$ cat src/rtl/ws2812b_pkg.sv
// Shared types and default timing constants for the WS2812B frame timer.
package ws2812b_pkg;

  typedef enum logic [1:0] {
    IDLE  = 2'd0,
    LOAD  = 2'd1,
    BITS  = 2'd2,
    LATCH = 2'd3
  } state_t;

  localparam int BITS_PER_PIXEL   = 24;
  localparam int DEF_BIT_CYCLES   = 63;
  localparam int DEF_LATCH_CYCLES = 2500;
  localparam int DEF_PIX_W        = 10;

endpackage

$ cat src/rtl/ws2812b_frame_timer_if.sv
// Control/strobe bundle between a frame requester (master) and the WS2812B frame timer (slave).
interface ws2812b_frame_timer_if
  import ws2812b_pkg::*;
#(
  parameter int PIX_W = DEF_PIX_W
);
  logic             start;
  logic [PIX_W-1:0] pixel_count;
  logic             abort;
  logic             wtrig;
  logic             btrig;
  logic             busy;
  logic             latch;
  logic             done;
  logic [PIX_W-1:0] pixel_idx;

  modport master (
    output start, pixel_count, abort,
    input  wtrig, btrig, busy, latch, done, pixel_idx
  );

  modport slave (
    input  start, pixel_count, abort,
    output wtrig, btrig, busy, latch, done, pixel_idx
  );
endinterface

$ cat src/rtl/ws2812b_period_counter.sv
// Loadable down-counter that parks at zero; tick flags the final cycle of a loaded period.
module ws2812b_period_counter #(
  parameter int W = 10
) (
  input  logic         clk,
  input  logic         rst_n,
  input  logic         load,
  input  logic [W-1:0] load_val,
  output logic [W-1:0] count,
  output logic         tick
);

  always_ff @(posedge clk or negedge rst_n) begin
    if (!rst_n) begin
      count <= '0;
    end else if (load) begin
      count <= load_val;
    end else if (count != '0) begin
      count <= count - W'(1);
    end
  end

  assign tick = (count == '0);

endmodule

$ cat src/rtl/ws2812b_frame_timer.sv
// WS2812B frame sequencer: word/bit strobes per pixel, then a latch gap.
// Define WS2812B_FRAME_REPEAT_EN to chain frames back-to-back while start is held.
module ws2812b_frame_timer
  import ws2812b_pkg::*;
#(
  parameter int BIT_CYCLES   = DEF_BIT_CYCLES,
  parameter int LATCH_CYCLES = DEF_LATCH_CYCLES,
  parameter int PIX_W        = DEF_PIX_W
) (
  input  logic                  clk,
  input  logic                  reset_n,
  ws2812b_frame_timer_if.slave  bus
);

  localparam int SLOT_W  = 10;
  localparam int LATCH_W = 16;

  state_t             state;
  logic [4:0]         bit_cnt;
  logic [PIX_W-1:0]   n_cap;
  logic [PIX_W-1:0]   pix;
  logic               wtrig_q, btrig_q, busy_q, latch_q, done_q;

  logic [SLOT_W-1:0]  slot_cnt;
  logic               slot_tick;
  logic [LATCH_W-1:0] gap_cnt;
  logic               gap_tick;

  logic accept, abort_hit, last_bit, frame_end, slot_load, gap_load;

  assign accept    = bus.start && (bus.pixel_count != '0);
  assign abort_hit = bus.abort && ((state == LOAD) || (state == BITS));
  assign last_bit  = (bit_cnt == 5'(BITS_PER_PIXEL - 1));
  // wtrig is high in the closing cycle of a pixel only when another pixel follows
  assign frame_end = (state == BITS) && slot_tick && last_bit && !wtrig_q;
  assign slot_load = !abort_hit && ((state == LOAD) || ((state == BITS) && slot_tick && !frame_end));
  assign gap_load  = abort_hit || frame_end;

  ws2812b_period_counter #(.W(SLOT_W)) u_slot (
    .clk      (clk),
    .rst_n    (reset_n),
    .load     (slot_load),
    .load_val (SLOT_W'(BIT_CYCLES - 1)),
    .count    (slot_cnt),
    .tick     (slot_tick)
  );

  ws2812b_period_counter #(.W(LATCH_W)) u_gap (
    .clk      (clk),
    .rst_n    (reset_n),
    .load     (gap_load),
    .load_val (LATCH_W'(LATCH_CYCLES - 1)),
    .count    (gap_cnt),
    .tick     (gap_tick)
  );

  always_ff @(posedge clk or negedge reset_n) begin
    if (!reset_n) begin
      state   <= IDLE;
      bit_cnt <= '0;
      n_cap   <= '0;
      pix     <= '0;
      wtrig_q <= 1'b0;
      btrig_q <= 1'b0;
      busy_q  <= 1'b0;
      latch_q <= 1'b0;
      done_q  <= 1'b0;
    end else begin
      wtrig_q <= 1'b0;
      btrig_q <= 1'b0;
      done_q  <= 1'b0;
      case (state)
        IDLE: begin
          if (accept) begin
            state   <= LOAD;
            wtrig_q <= 1'b1;
            busy_q  <= 1'b1;
            pix     <= '0;
            n_cap   <= bus.pixel_count;
          end
        end
        LOAD: begin
          if (bus.abort) begin
            state   <= LATCH;
            latch_q <= 1'b1;
          end else begin
            state   <= BITS;
            btrig_q <= 1'b1;
            bit_cnt <= '0;
          end
        end
        BITS: begin
          if (bus.abort || frame_end) begin
            state   <= LATCH;
            latch_q <= 1'b1;
          end else if (slot_tick) begin
            btrig_q <= 1'b1;
            bit_cnt <= last_bit ? 5'd0 : bit_cnt + 5'd1;
          end else if (last_bit && (slot_cnt == SLOT_W'(1)) && (pix != n_cap - PIX_W'(1))) begin
            // next word is requested in the closing cycle of the current pixel
            wtrig_q <= 1'b1;
            pix     <= pix + PIX_W'(1);
          end
        end
        LATCH: begin
          if (gap_cnt == LATCH_W'(1)) done_q <= 1'b1;
          if (gap_tick) begin
            latch_q <= 1'b0;
`ifdef WS2812B_FRAME_REPEAT_EN
            if (accept) begin
              state   <= LOAD;
              wtrig_q <= 1'b1;
              pix     <= '0;
              n_cap   <= bus.pixel_count;
            end else begin
              state  <= IDLE;
              busy_q <= 1'b0;
              pix    <= '0;
            end
`else
            state  <= IDLE;
            busy_q <= 1'b0;
            pix    <= '0;
`endif
          end
        end
        default: state <= IDLE;
      endcase
    end
  end

  assign bus.wtrig     = wtrig_q;
  assign bus.btrig     = btrig_q;
  assign bus.busy      = busy_q;
  assign bus.latch     = latch_q;
  assign bus.done      = done_q;
  assign bus.pixel_idx = pix;

endmodule
$ cat src/flat_wrapper.sv
// flat-port wrapper written by rule: the top's interface ports become plain ports
module ws2812b_frame_timer_flat import ws2812b_pkg::*;
#(
  parameter int BIT_CYCLES   = DEF_BIT_CYCLES,
  parameter int LATCH_CYCLES = DEF_LATCH_CYCLES,
  parameter int PIX_W        = DEF_PIX_W
)
  (clk, reset_n, bus_start, bus_pixel_count, bus_abort, bus_wtrig, bus_btrig, bus_busy, bus_latch, bus_done, bus_pixel_idx);
  ws2812b_frame_timer_if #(.PIX_W(PIX_W)) bus_i ();
  input  logic clk;
  input  logic reset_n;
  input wire logic [$bits(bus_i.start)-1:0] bus_start;
  input wire logic [$bits(bus_i.pixel_count)-1:0] bus_pixel_count;
  input wire logic [$bits(bus_i.abort)-1:0] bus_abort;
  output wire logic [$bits(bus_i.wtrig)-1:0] bus_wtrig;
  output wire logic [$bits(bus_i.btrig)-1:0] bus_btrig;
  output wire logic [$bits(bus_i.busy)-1:0] bus_busy;
  output wire logic [$bits(bus_i.latch)-1:0] bus_latch;
  output wire logic [$bits(bus_i.done)-1:0] bus_done;
  output wire logic [$bits(bus_i.pixel_idx)-1:0] bus_pixel_idx;
  assign bus_i.start = bus_start;
  assign bus_i.pixel_count = bus_pixel_count;
  assign bus_i.abort = bus_abort;
  assign bus_wtrig = bus_i.wtrig;
  assign bus_btrig = bus_i.btrig;
  assign bus_busy = bus_i.busy;
  assign bus_latch = bus_i.latch;
  assign bus_done = bus_i.done;
  assign bus_pixel_idx = bus_i.pixel_idx;
  ws2812b_frame_timer #(.BIT_CYCLES(BIT_CYCLES), .LATCH_CYCLES(LATCH_CYCLES), .PIX_W(PIX_W)) u_core (.clk(clk), .reset_n(reset_n), .bus(bus_i));
endmodule
$ cat config.mk
export PLATFORM = sky130hd
export DESIGN_NAME = ws2812b_frame_timer_flat
export DESIGN_NICKNAME = d
export VERILOG_FILES = /design/src/rtl/ws2812b_pkg.sv /design/src/rtl/ws2812b_frame_timer_if.sv /design/src/rtl/ws2812b_period_counter.sv /design/src/rtl/ws2812b_frame_timer.sv /design/src/flat_wrapper.sv
export SDC_FILE = /design/constraint.sdc
export NUM_CORES = 1
export LEC_CHECK = 0
export ABC_AREA = 1
export CELL_PAD_IN_SITES_DETAIL_PLACEMENT = 0
export CELL_PAD_IN_SITES_GLOBAL_PLACEMENT = 1
export CORE_MARGIN = 8
export CORE_UTILIZATION = 35
export DETAILED_ROUTE_END_ITERATION = 8
export HOLD_SLACK_MARGIN = 0.05
export PLACE_DENSITY_LB_ADDON = 0.15
export RECOVER_POWER = 100
export SYNTH_ARGS = -nofsm -noshare
export SYNTH_HDL_FRONTEND = slang
export SYNTH_SLANG_ARGS = --single-unit
$ cat constraint.sdc
create_clock -name clk -period 1.7 [get_ports clk]
set_input_delay 0.34 -clock clk [delete_from_list [all_inputs] [get_ports clk]]
set_output_delay 0.34 -clock clk [all_outputs]
set_load 0.01 [all_outputs]
==> results of run 1 <==
-- synth_stat cells, drive strengths merged --
| library cell | instances | area (µm²) |
|---|---|---|
| inv | 59 | 221 |
| or2 | 2 | 12.5 |
| buf | 6 | 45.0 |
| o31ai | 1 | 7.51 |
| o211ai | 4 | 30.0 |
| and2 | 1 | 6.26 |
| dfrtp | 58 | 1450 |
| o21a | 1 | 7.51 |
| nand4 | 16 | 100 |
| nand3b | 1 | 11.3 |
| a211oi | 3 | 22.5 |
| o21ai | 31 | 166 |
| a21oi | 19 | 98.9 |
| nor3b | 2 | 15.0 |
| nand2 | 123 | 536 |
| xor2 | 13 | 114 |
| clkbuf | 1 | 3.75 |
| ha | 11 | 138 |
| nor4 | 5 | 31.3 |
| nor2 | 66 | 330 |
| a22oi | 1 | 21.3 |
| nor3 | 4 | 20.0 |
| nand3 | 37 | 238 |
| xnor2 | 4 | 35.0 |
-- worst min-delay path by stage --
| stage | cells after the start | slack (ps) | endpoint |
|---|---|---|---|
| finish | 2 | 510 | u_core.bit_cnt[4] |
| global route | 2 | 550 | u_core.bit_cnt[4] |
| CTS | 2 | 510 | u_core.bit_cnt[4] |
| detailed placement | 2 | 380 | u_core.bus.pixel_idx[3] |
| global placement | 2 | 380 | u_core.bus.pixel_idx[3] |
| floorplan | 0 | 40 | u_core.bit_cnt[0] |
-- worst min-delay path, stage by stage, from the launching register on --
cell and delay, ps:
dfrtp_1 360, nand2_2 50, o21ai_1 60
-- cell families after synthesis --
| family | share of synthesized area, % |
|---|---|
| AND/OR/NAND/NOR | 35.5 |
| flip-flops | 39.6 |
| adder cells (fa/ha/maj) | 3.76 |
| XOR/XNOR | 4.07 |
| buffers and inverters | 7.38 |
| AO/OA/AOI/OAI | 9.67 |
-- report_power, final --
part / total [W] / internal [W] / switching (W)
Sequential: 0.00198 / 0.00172 / 0.000264
Combinational: 0.00421 / 0.00192 / 0.00228
Clock: 0.00108 / 0.000512 / 0.000564
-- layout by cell type, fill, tap and decap left out, drive strengths merged, types with 19 or more instances in the layout --
cell and instances:
buf 96, inv 59, o21ai 31, nand3 37, clkbuf 22, nor2 66
nand2 123, dfrtp 58, a21oi 19
-- through the flow --
stage	hold slack [ps]	setup slack, ps	cell area [µm²]
finish	512	-196	5260
global route	548	-347	5260
CTS	506	-181	5080
detailed placement	379	-295	4790
global placement	379	-242	4790
floorplan	44.4	13.0	3680
-- area by class of cell --
type	instances	area [µm²]
Inverter	59	229
Fill cell	1025	4980
Multi-Input combinational cell	345	2170
Clock buffer	11	131
Sequential cell	58	1450
Tap cell	136	170
Clock inverter	4	20.0
Timing Repair Buffer	135	1080
-- per-layer routing --
metal / GRT usage [%] / vias up
li1: - / 1807
met1: 17.2 / 1626
met2: 23.6 / 43
met3: 3.00 / 12
met4: 4.80 / 0
met5: 0 / -
-- flip-flops by register name, indices dropped and copies added, names as in the netlist --
name / count
u_core.u_gap.count: 16
u_core.bus.pixel_idx: 10
u_core.n_cap: 10
u_core.u_slot.count: 10
u_core.bit_cnt: 5
u_core.state: 2
u_core.bus.btrig: 1
u_core.bus.busy: 1
u_core.bus.done: 1
u_core.bus.latch: 1
u_core.bus.wtrig: 1
-- timing repair --
| action | in CTS | in global routing |
|---|---|---|
| pin swaps | 25 | 29 |
| setup buffers | 8 | 8 |
| gates cloned | 0 | 0 |
| resized for setup | 31 | 58 |
| hold buffers | 1 | 0 |
| endpoints found under the hold margin | 58 | 0 |
| endpoints found under the setup margin | 32 | 40 |
==> flow_summary_export.csv, run 1 <==
group,metric,value,unit
outcome,status,"complete, but fails checks",
outcome,violations,"negative setup slack",
cells_and_area,drive_above_1_share,33.3,%
synthesis,synth.distinct_cells,38,
placed_design,io_buffers,28,
critical_path,critical-path-top-delay-family,"simple AND/OR/NAND/NOR gates",
critical_path,r2r_setup_slack,-200,ps
timing,rsz0062_at_grt,"yes",
critical_path,critPathLaunchType,"register",
route,dr_wl_met2,4690,µm
route,dr.pass1.iters,4,
die,die-area,0.0140,mm²
critical_path,crit_chain,"inv_2, ha_4, nand2_4, nor2_4, nand2_2, nand3_2, nand2_1, nor2_1, nand3_1, nand2_2, nand2_4, buf_12, nand4_1, nand2_1",
placed_design,placedCellCount,717,
min_path,min_from,"u_core.bit_cnt[4]",
timing,hold_viol,0,
timing,finalCritPeriodShare,112,%
route,drc,0,
timing,finClkSkew,13.8,ps
timing,setup_ws,-196,ps
cts,cts_tree,"yes",
die,die_x,118,µm
cells_and_area,synthToLayoutAreaGrowth,43.5,%
placed_design,dp_hpwl,7070,µm
min_path,min_path_type,"register to register",
timing,tns,-2740,ps
synthesis,yosysWarnings,0,
global_routing,grt_pass1_vias,3534,
cells_and_area,utilization,51.4,%
timing,report.final.setup_viol,26,
route,dr.first_iter.drc_count,147,
critical_path,worstPathRequired,1920,ps
global_routing,grt_first_pass_wirelength,16300,µm
die,die_height,118,µm
cells_and_area,fin_cells,748,
die,fp-row-count,37,
route,drtAntennaViolNets,0,
timing,fin_crit,1900,ps
timing,tightestPinTransition,865,ps
critical_path,cp.arrival,2110,ps
route,vias,3488,
cts,cts-root-buf,"clkbuf_8",
critical_path,crit_type,"register to register",
critical_path,reg2reg_from,"u_core.n_cap[0]",
cts,cts_buffers,9,
synthesis,ys_seq_area_share,39.6,%
critical_path,r2r_end,"u_core.bus.pixel_idx[9]",
die,start_util,35.8,%
cts,insertion_delay,340,ps
synthesis,synth.cell_area,0.00366,mm²
power_and_ir_drop,cellLeakagePower,2.53,nW
global_routing,grt.overflow.total,0,
timing,slew_viol_final,0,
timing,maxSlewHeadroom,42.3,%
critical_path,crit_end,"u_core.bus.pixel_idx[9]",
global_routing,antenna_found_initial,0,
route,top_layer_used,"met4",
global_routing,track_usage,13.9,%
critical_path,endpoint_kind,"register",
global_routing,grt_max_degree,59,
critical_path,slowest_delay,400,ps
critical_path,crit_path_start,"u_core.n_cap[0]",
synthesis,avgSynthCellArea,7.81,µm²
cts,htree_levels,3,
route,wire_per_inst,12.8,µm
cts,clk_path_buf_depth,2,
synthesis,ys_ff_latch,58,
synthesis,postSynthCellCount,469,
critical_path,cp_num_cells,14,
cts,cts_sinks,58,
power_and_ir_drop,power_density,1380,mW/mm²
route,wl_met1,4440,µm
flow_run,cap_violations,0,
cells_and_area,n_antenna_cell,0,
timing,max_freq,0.527,GHz
route,vias_per_cell,4.66,
critical_path,reg2reg_depth,14,
placed_design,routabilityCongestion,0.789,
cells_and_area,fin_nets,633,
critical_path,crit_slowest_cell,"dfrtp_1",
critical_path,critPathMaxFanout,7,
power_and_ir_drop,max-vdd-ir-drop,0.000639,V
critical_path,path_buf_inv,2,
power_and_ir_drop,p_total,0.00727,W
cts,clkTransAtPathRegs,70,ps
synthesis,syn_nets,494,
die,num_io_pins,29,
route,wl_met3,298,µm
route,wl,9570,µm
die,core_region_area,0.0102,mm²
No activity file was read; power rests on OpenSTA's default activity.
==> inputs of run 2 (changes only) <==
--- a/config.mk
+++ b/config.mk
@@ -12,6 +12,7 @@
 export CORE_UTILIZATION = 35
 export DETAILED_ROUTE_END_ITERATION = 8
 export HOLD_SLACK_MARGIN = 0.05
+export MAX_ROUTING_LAYER = met4
 export PLACE_DENSITY_LB_ADDON = 0.15
 export RECOVER_POWER = 100
 export SYNTH_ARGS = -nofsm -noshare
==> flow_summary_export.csv, run 2 (synthesis gave the netlist of run 1 again) <==
group,metric,value,unit
outcome,status,"complete, but fails checks",
outcome,violations,"negative setup slack",
route,vias_per_cell,4.66,
route,top_layer_used,"met4",
cells_and_area,layout_common_cells,"nand2_1 (97), buf_4 (86), dfrtp_1 (57)",
placed_design,placedCellCount,717,
timing,report.final.setup_viol,26,
die,core_region_area,0.0102,mm²
cells_and_area,fin_cells,748,
timing,finClkSkew,12.9,ps
flow_run,cap_violations,0,
min_path,min_from,"u_core.bit_cnt[4]",
critical_path,crit_path_start,"u_core.n_cap[0]",
critical_path,critPathMaxFanout,7,
route,wl,9540,µm
die,num_io_pins,29,
critical_path,crit_type,"register to register",
min_path,holdPathStages,2,
critical_path,r2r_end,"u_core.bus.pixel_idx[9]",
global_routing,antenna_found_initial,0,
power_and_ir_drop,power_density,1380,mW/mm²
timing,max_freq,0.527,GHz
cells_and_area,fill_cells,1025,
global_routing,track_usage,14.3,%
timing,finalCritPeriodShare,112,%
cells_and_area,n_antenna_cell,0,
timing,fin_crit,1900,ps
die,die-area,0.0140,mm²
cells_and_area,largest_register,"u_core.u_gap.count",
timing,hold_viol,0,
cells_and_area,synthToLayoutAreaGrowth,43.5,%
critical_path,critPathLaunchType,"register",
cells_and_area,fin_nets,633,
timing,setup_ws,-196,ps
cells_and_area,largest_reg_flops,16,
die,start_util,35.8,%
global_routing,grt_max_degree,59,
critical_path,cp.arrival,2110,ps
cts,cts_tree,"yes",
placed_design,io_buffers,28,
global_routing,grt_first_pass_wirelength,16300,µm
critical_path,endpoint_kind,"register",
critical_path,reg2reg_depth,14,
cells_and_area,mostFrequentLayoutCell,"nand2_1",
route,dr.pass1.iters,4,
route,wl_met1,4470,µm
timing,holdWs,512,ps
route,vias,3485,
cts,cts_buffers,9,
route,drc,0,
route,drtAntennaViolNets,0,
route,wire_per_inst,12.8,µm
power_and_ir_drop,max-vdd-ir-drop,0.000639,V
cts,htree_levels,3,
min_path,min_path_type,"register to register",
global_routing,grt.overflow.total,0,
min_path,hold_end,"u_core.bit_cnt[4]",
route,dr_wl_met2,4690,µm
cts,cts_sinks,58,
timing,maxSlewHeadroom,42.6,%
cells_and_area,drive_above_1_share,33.3,%
timing,tightestPinTransition,861,ps
die,die_x,118,µm
die,fp-row-count,37,
cts,insertion_delay,330,ps
cts,clkTransAtPathRegs,70,ps
power_and_ir_drop,cellLeakagePower,2.53,nW
die,die_height,118,µm
route,dr.first_iter.drc_count,134,
global_routing,grt_pass1_vias,3527,
route,wl_met3,250,µm
placed_design,routabilityCongestion,0.800,
timing,rsz0062_at_grt,"yes",
critical_path,r2r_setup_slack,-200,ps
critical_path,reg2reg_from,"u_core.n_cap[0]",
critical_path,worstPathRequired,1910,ps
cts,cts-root-buf,"clkbuf_8",
cts,clk_path_buf_depth,2,
timing,slew_viol_final,0,
placed_design,dp_hpwl,7070,µm
-- run 2: cell counts in the layout (fill, tap and decap cells not counted) --
No cell type changed its count.
-- run 2: what timing repair did --
| action | 4_1_cts | 5_1_grt |
|---|---|---|
| pin swaps | 25 | 29 |
| hold buffers | 1 | 0 |
| endpoints found under the setup margin | 32 | 40 |
| resized for setup | 31 | 58 |
| hold endpoints to repair | 58 | 0 |
| buffers inserted | 8 | 8 |
-- run 2: how the worst max path moves through the flow --
stage	cells past startpoint	to
2_1_floorplan	12	u_core.bus.pixel_idx[7]
3_3_place_gp	10	u_core.state[0]
3_5_place_dp	10	u_core.state[0]
4_1_cts	14	u_core.bus.pixel_idx[9]
5_1_grt	13	u_core.bus.pixel_idx[2]
6_report	14	u_core.bus.pixel_idx[9]
-- run 2: worst max-delay path: stages, from the launching register on --
cell and delay, ps:
dfrtp_1 400, inv_2 80, ha_4 190, nand2_4 70, nor2_4 130, nand2_2 80, nand3_2 70, nand2_1 50
nor2_1 110, nand3_1 140, nand2_2 110, nand2_4 80, buf_12 140, nand4_1 60, nand2_1 60
-- run 2: power by group --
part           switching [W]  internal (W)  total [W]
Sequential          0.000264       0.00172    0.00198
Clock               0.000558      0.000512    0.00107
Combinational        0.00228       0.00192    0.00420
-- run 2: through the flow --
step                      utilization [%]  instance area, µm²  total power, W  setup slack [ps]  TNS [ps]
after detailed placement             46.9                4790         0.00571              -295     -5600
after global routing                 51.4                5260         0.00790              -346     -7710
after floorplan                         -                3680         0.00421              13.0         0
final                                51.4                5260         0.00726              -196     -2760
after CTS                            49.7                5080         0.00699              -181     -1770
after global placement               46.9                4790         0.00567              -242     -5020
-- run 2: routing by layer --
layer  GRT usage, %  vias up
met2           23.6       38
li1               -     1807
met4           4.80        0
met1           17.2     1627
met3           2.67       13
met5              -        -
-- run 2: area by class of cell --
cell class | count | area, µm² | area share, %
Clock buffer | 11 | 131 | 2.50
Clock inverter | 4 | 20.0 | 0.381
Inverter | 59 | 229 | 4.36
Multi-Input combinational cell | 345 | 2170 | 41.4
Sequential cell | 58 | 1450 | 27.6
Tap cell | 136 | 170 | 3.24
Timing Repair Buffer | 135 | 1080 | 20.5
==> inputs of run 3 (changes only) <==
--- a/config.mk
+++ b/config.mk
@@ -10,6 +10,7 @@
 export CELL_PAD_IN_SITES_GLOBAL_PLACEMENT = 1
 export CORE_MARGIN = 8
 export CORE_UTILIZATION = 35
+export CTS_CLUSTER_DIAMETER = 120
 export DETAILED_ROUTE_END_ITERATION = 8
 export HOLD_SLACK_MARGIN = 0.05
 export MAX_ROUTING_LAYER = met4
==> constraint.sdc (replaced) <==
create_clock -name clk -period 2 [get_ports clk]
set_input_delay 0.4 -clock clk [delete_from_list [all_inputs] [get_ports clk]]
set_output_delay 0.4 -clock clk [all_outputs]
set_load 0.01 [all_outputs]
==> flow_summary_export.csv, run 3 (synthesis gave the netlist of run 1 again) <==
group,metric,value,unit
power_and_ir_drop,max-vdd-ir-drop,0.000671,V
cells_and_area,drive_above_1_share,21.1,%
cts,htree_levels,3,
cts,clkTransAtPathRegs,70,ps
power_and_ir_drop,power_density,1230,mW/mm²
cts,clk_path_buf_depth,2,
critical_path,crit_end,"bus_pixel_idx[2]",
cts,cts_hold_buffers,0,
power_and_ir_drop,cellLeakagePower,2.12,nW
cells_and_area,n_antenna_cell,0,
global_routing,grt_max_degree,59,
power_and_ir_drop,p_comb_share,51.0,%
min_path,min_path_type,"register to register",
placed_design,routabilityCongestion,0.818,
timing,finalCritPeriodShare,95.9,%
route,drtAntennaViolNets,0,
cells_and_area,layout_common_cells,"nand2_1 (103), dfrtp_1 (58), inv_1 (49)",
timing,rsz0062_at_grt,"yes",
route,vias,3228,
route,dr.first_iter.drc_count,140,
outcome,violations,"max-capacitance violations",
critical_path,reg2reg_depth,11,
timing,maxSlewHeadroom,0.817,%
global_routing,grt.overflow.total,0,
route,drc,0,
die,start_util,35.8,%
placed_design,dp_hpwl,6790,µm
route,wire_per_inst,13.5,µm
critical_path,critPathMaxFanout,7,
global_routing,antenna_found_initial,0,
critical_path,critical-path-top-delay-family,"buffers and inverters",
power_and_ir_drop,p_seq_share,30.7,%
power_and_ir_drop,switching_share,43.8,%
global_routing,grt_first_pass_wirelength,15300,µm
critical_path,cp_num_cells,2,
timing,report.final.setup_viol,0,
critical_path,critPathLaunchType,"register",
cells_and_area,mostFrequentLayoutCell,"nand2_1",
timing,tightestPinTransition,1490,ps
cells_and_area,largest_reg_flops,16,
cts,cts_buffers,9,
die,num_io_pins,29,
global_routing,grt_pass1_vias,3204,
outcome,status,"complete, but fails checks",
die,core_region_area,0.0102,mm²
min_path,holdPathStages,2,
critical_path,crit_type,"register to primary output",
cts,cts-root-buf,"clkbuf_8",
cts,cts_sinks,58,
power_and_ir_drop,p_total,0.00567,W
die,die_height,118,µm
timing,fin_crit,1920,ps
cells_and_area,fin_nets,556,
timing,hold_viol,0,
critical_path,crit_slowest_cell,"dlygate4sd3_1",
die,die_x,118,µm
flow_run,cap_violations,1,
critical_path,slowest_delay,600,ps
timing,max_freq,0.521,GHz
critical_path,reg2reg_from,"u_core.u_slot.count[0]",
critical_path,path_buf_inv,2,
critical_path,r2r_end,"u_core.u_gap.count[14]",
critical_path,crit_path_start,"u_core.bus.pixel_idx[2]",
critical_path,endpoint_kind,"primary output",
critical_path,worstPathRequired,1600,ps
global_routing,track_usage,13.7,%
route,vias_per_cell,4.80,
cells_and_area,largest_register,"u_core.u_gap.count",
critical_path,crit_chain,"buf_4, dlygate4sd3_1",
power_and_ir_drop,pwr-share-clk,18.3,%
cells_and_area,fill_cells,1054,
cts,cts_tree,"yes",
critical_path,r2r_setup_slack,120,ps
timing,slew_viol_final,0,
die,die-area,0.0140,mm²
power_and_ir_drop,p_sw,0.00249,W
cells_and_area,synthToLayoutAreaGrowth,25.8,%
cts,insertion_delay,340,ps
die,fp-row-count,37,
critical_path,cp.arrival,1520,ps
timing,holdWs,495,ps
route,dr.pass1.iters,4,
timing,finClkSkew,8.03,ps
route,wl,9040,µm
power_and_ir_drop,p_int,0.00319,W
placed_design,io_buffers,28,
## run 3: cell count changes in the layout (fill, tap and decap cells not counted), moves of 7 or more
cell           before  now
buf_4              86   22
dlygate4sd2_1       9    0
dlygate4sd3_1       3   11
a21oi_1            11   18
## run 3: layer usage
| metal | share of wire (%) | vias to the layer above | GRT usage, % |
|---|---|---|---|
| li1 | - | 1650 | - |
| met1 | 45 | 1517 | 15.8 |
| met2 | 50 | 47 | 22.5 |
| met3 | 3.4 | 14 | 3.71 |
| met4 | 1.5 | 0 | 4.56 |
| met5 | 0 | - | - |
## run 3: repair_timing
item / CTS / global route
pin swaps: 0 / 17
cloned: 0 / 1
endpoints found under the setup margin: 7 / 29
resized for setup: 2 / 41
buffers inserted: 0 / 4
endpoints found under the hold margin: 0 / 0
## run 3: metrics by stage
stage	instances	util, %	instance area [µm²]	TNS [ps]	setup WS [ps]
final	672	45.0	4610	0	81.8
after global routing	672	45.0	4610	-143	-34.6
after CTS	667	43.6	4460	0	5.98
after detailed placement	651	41.8	4270	-83.0	-36.1
after global placement	651	41.8	4270	-228	-25.5
after floorplan	469	-	3660	0	225
## run 3: area by class of cell
| cell class | count | area (µm²) | share of cell area [%] |
|---|---|---|---|
| Clock buffer | 13 | 139 | 3.01 |
| Clock inverter | 3 | 40.0 | 0.869 |
| Inverter | 59 | 221 | 4.81 |
| Multi-Input combinational cell | 346 | 2090 | 45.4 |
| Sequential cell | 58 | 1450 | 31.5 |
| Tap cell | 136 | 170 | 3.69 |
| Timing Repair Buffer | 57 | 492 | 10.7 |
## run 3: worst min path at each step
| stage | to | startpoint | slack, ps |
|---|---|---|---|
| final | u_core.bit_cnt[4] | u_core.bit_cnt[4] | 500 |
| after global routing | u_core.bit_cnt[0] | u_core.bit_cnt[0] | 530 |
| after CTS | u_core.bus.pixel_idx[3] | reset_n | 70 |
| after detailed placement | u_core.bus.pixel_idx[3] | reset_n | 430 |
| after global placement | u_core.bus.pixel_idx[3] | reset_n | 440 |
| after floorplan | u_core.bit_cnt[0] | reset_n | 100 |
## run 3: worst reg2reg max path: cells and delay by family (launching register included)
kind / cells / cell delay [ps]
buffers and inverters: 2 / 280
adders and majority gates: 1 / 160
and+or+nand+nor: 6 / 790
DFF: 1 / 380
AOI/OAI and AO/OA: 2 / 160
## run 3: power groups by stage
stage / clock (W) / sequential, W / combinational, W
after floorplan: 0 / 0.00171 / 0.00184
after detailed placement: 0 / 0.00175 / 0.00258
final: 0.00104 / 0.00174 / 0.00289
after global routing: 0.00113 / 0.00178 / 0.00325
after global placement: 0 / 0.00174 / 0.00256
after CTS: 0.00108 / 0.00173 / 0.00260
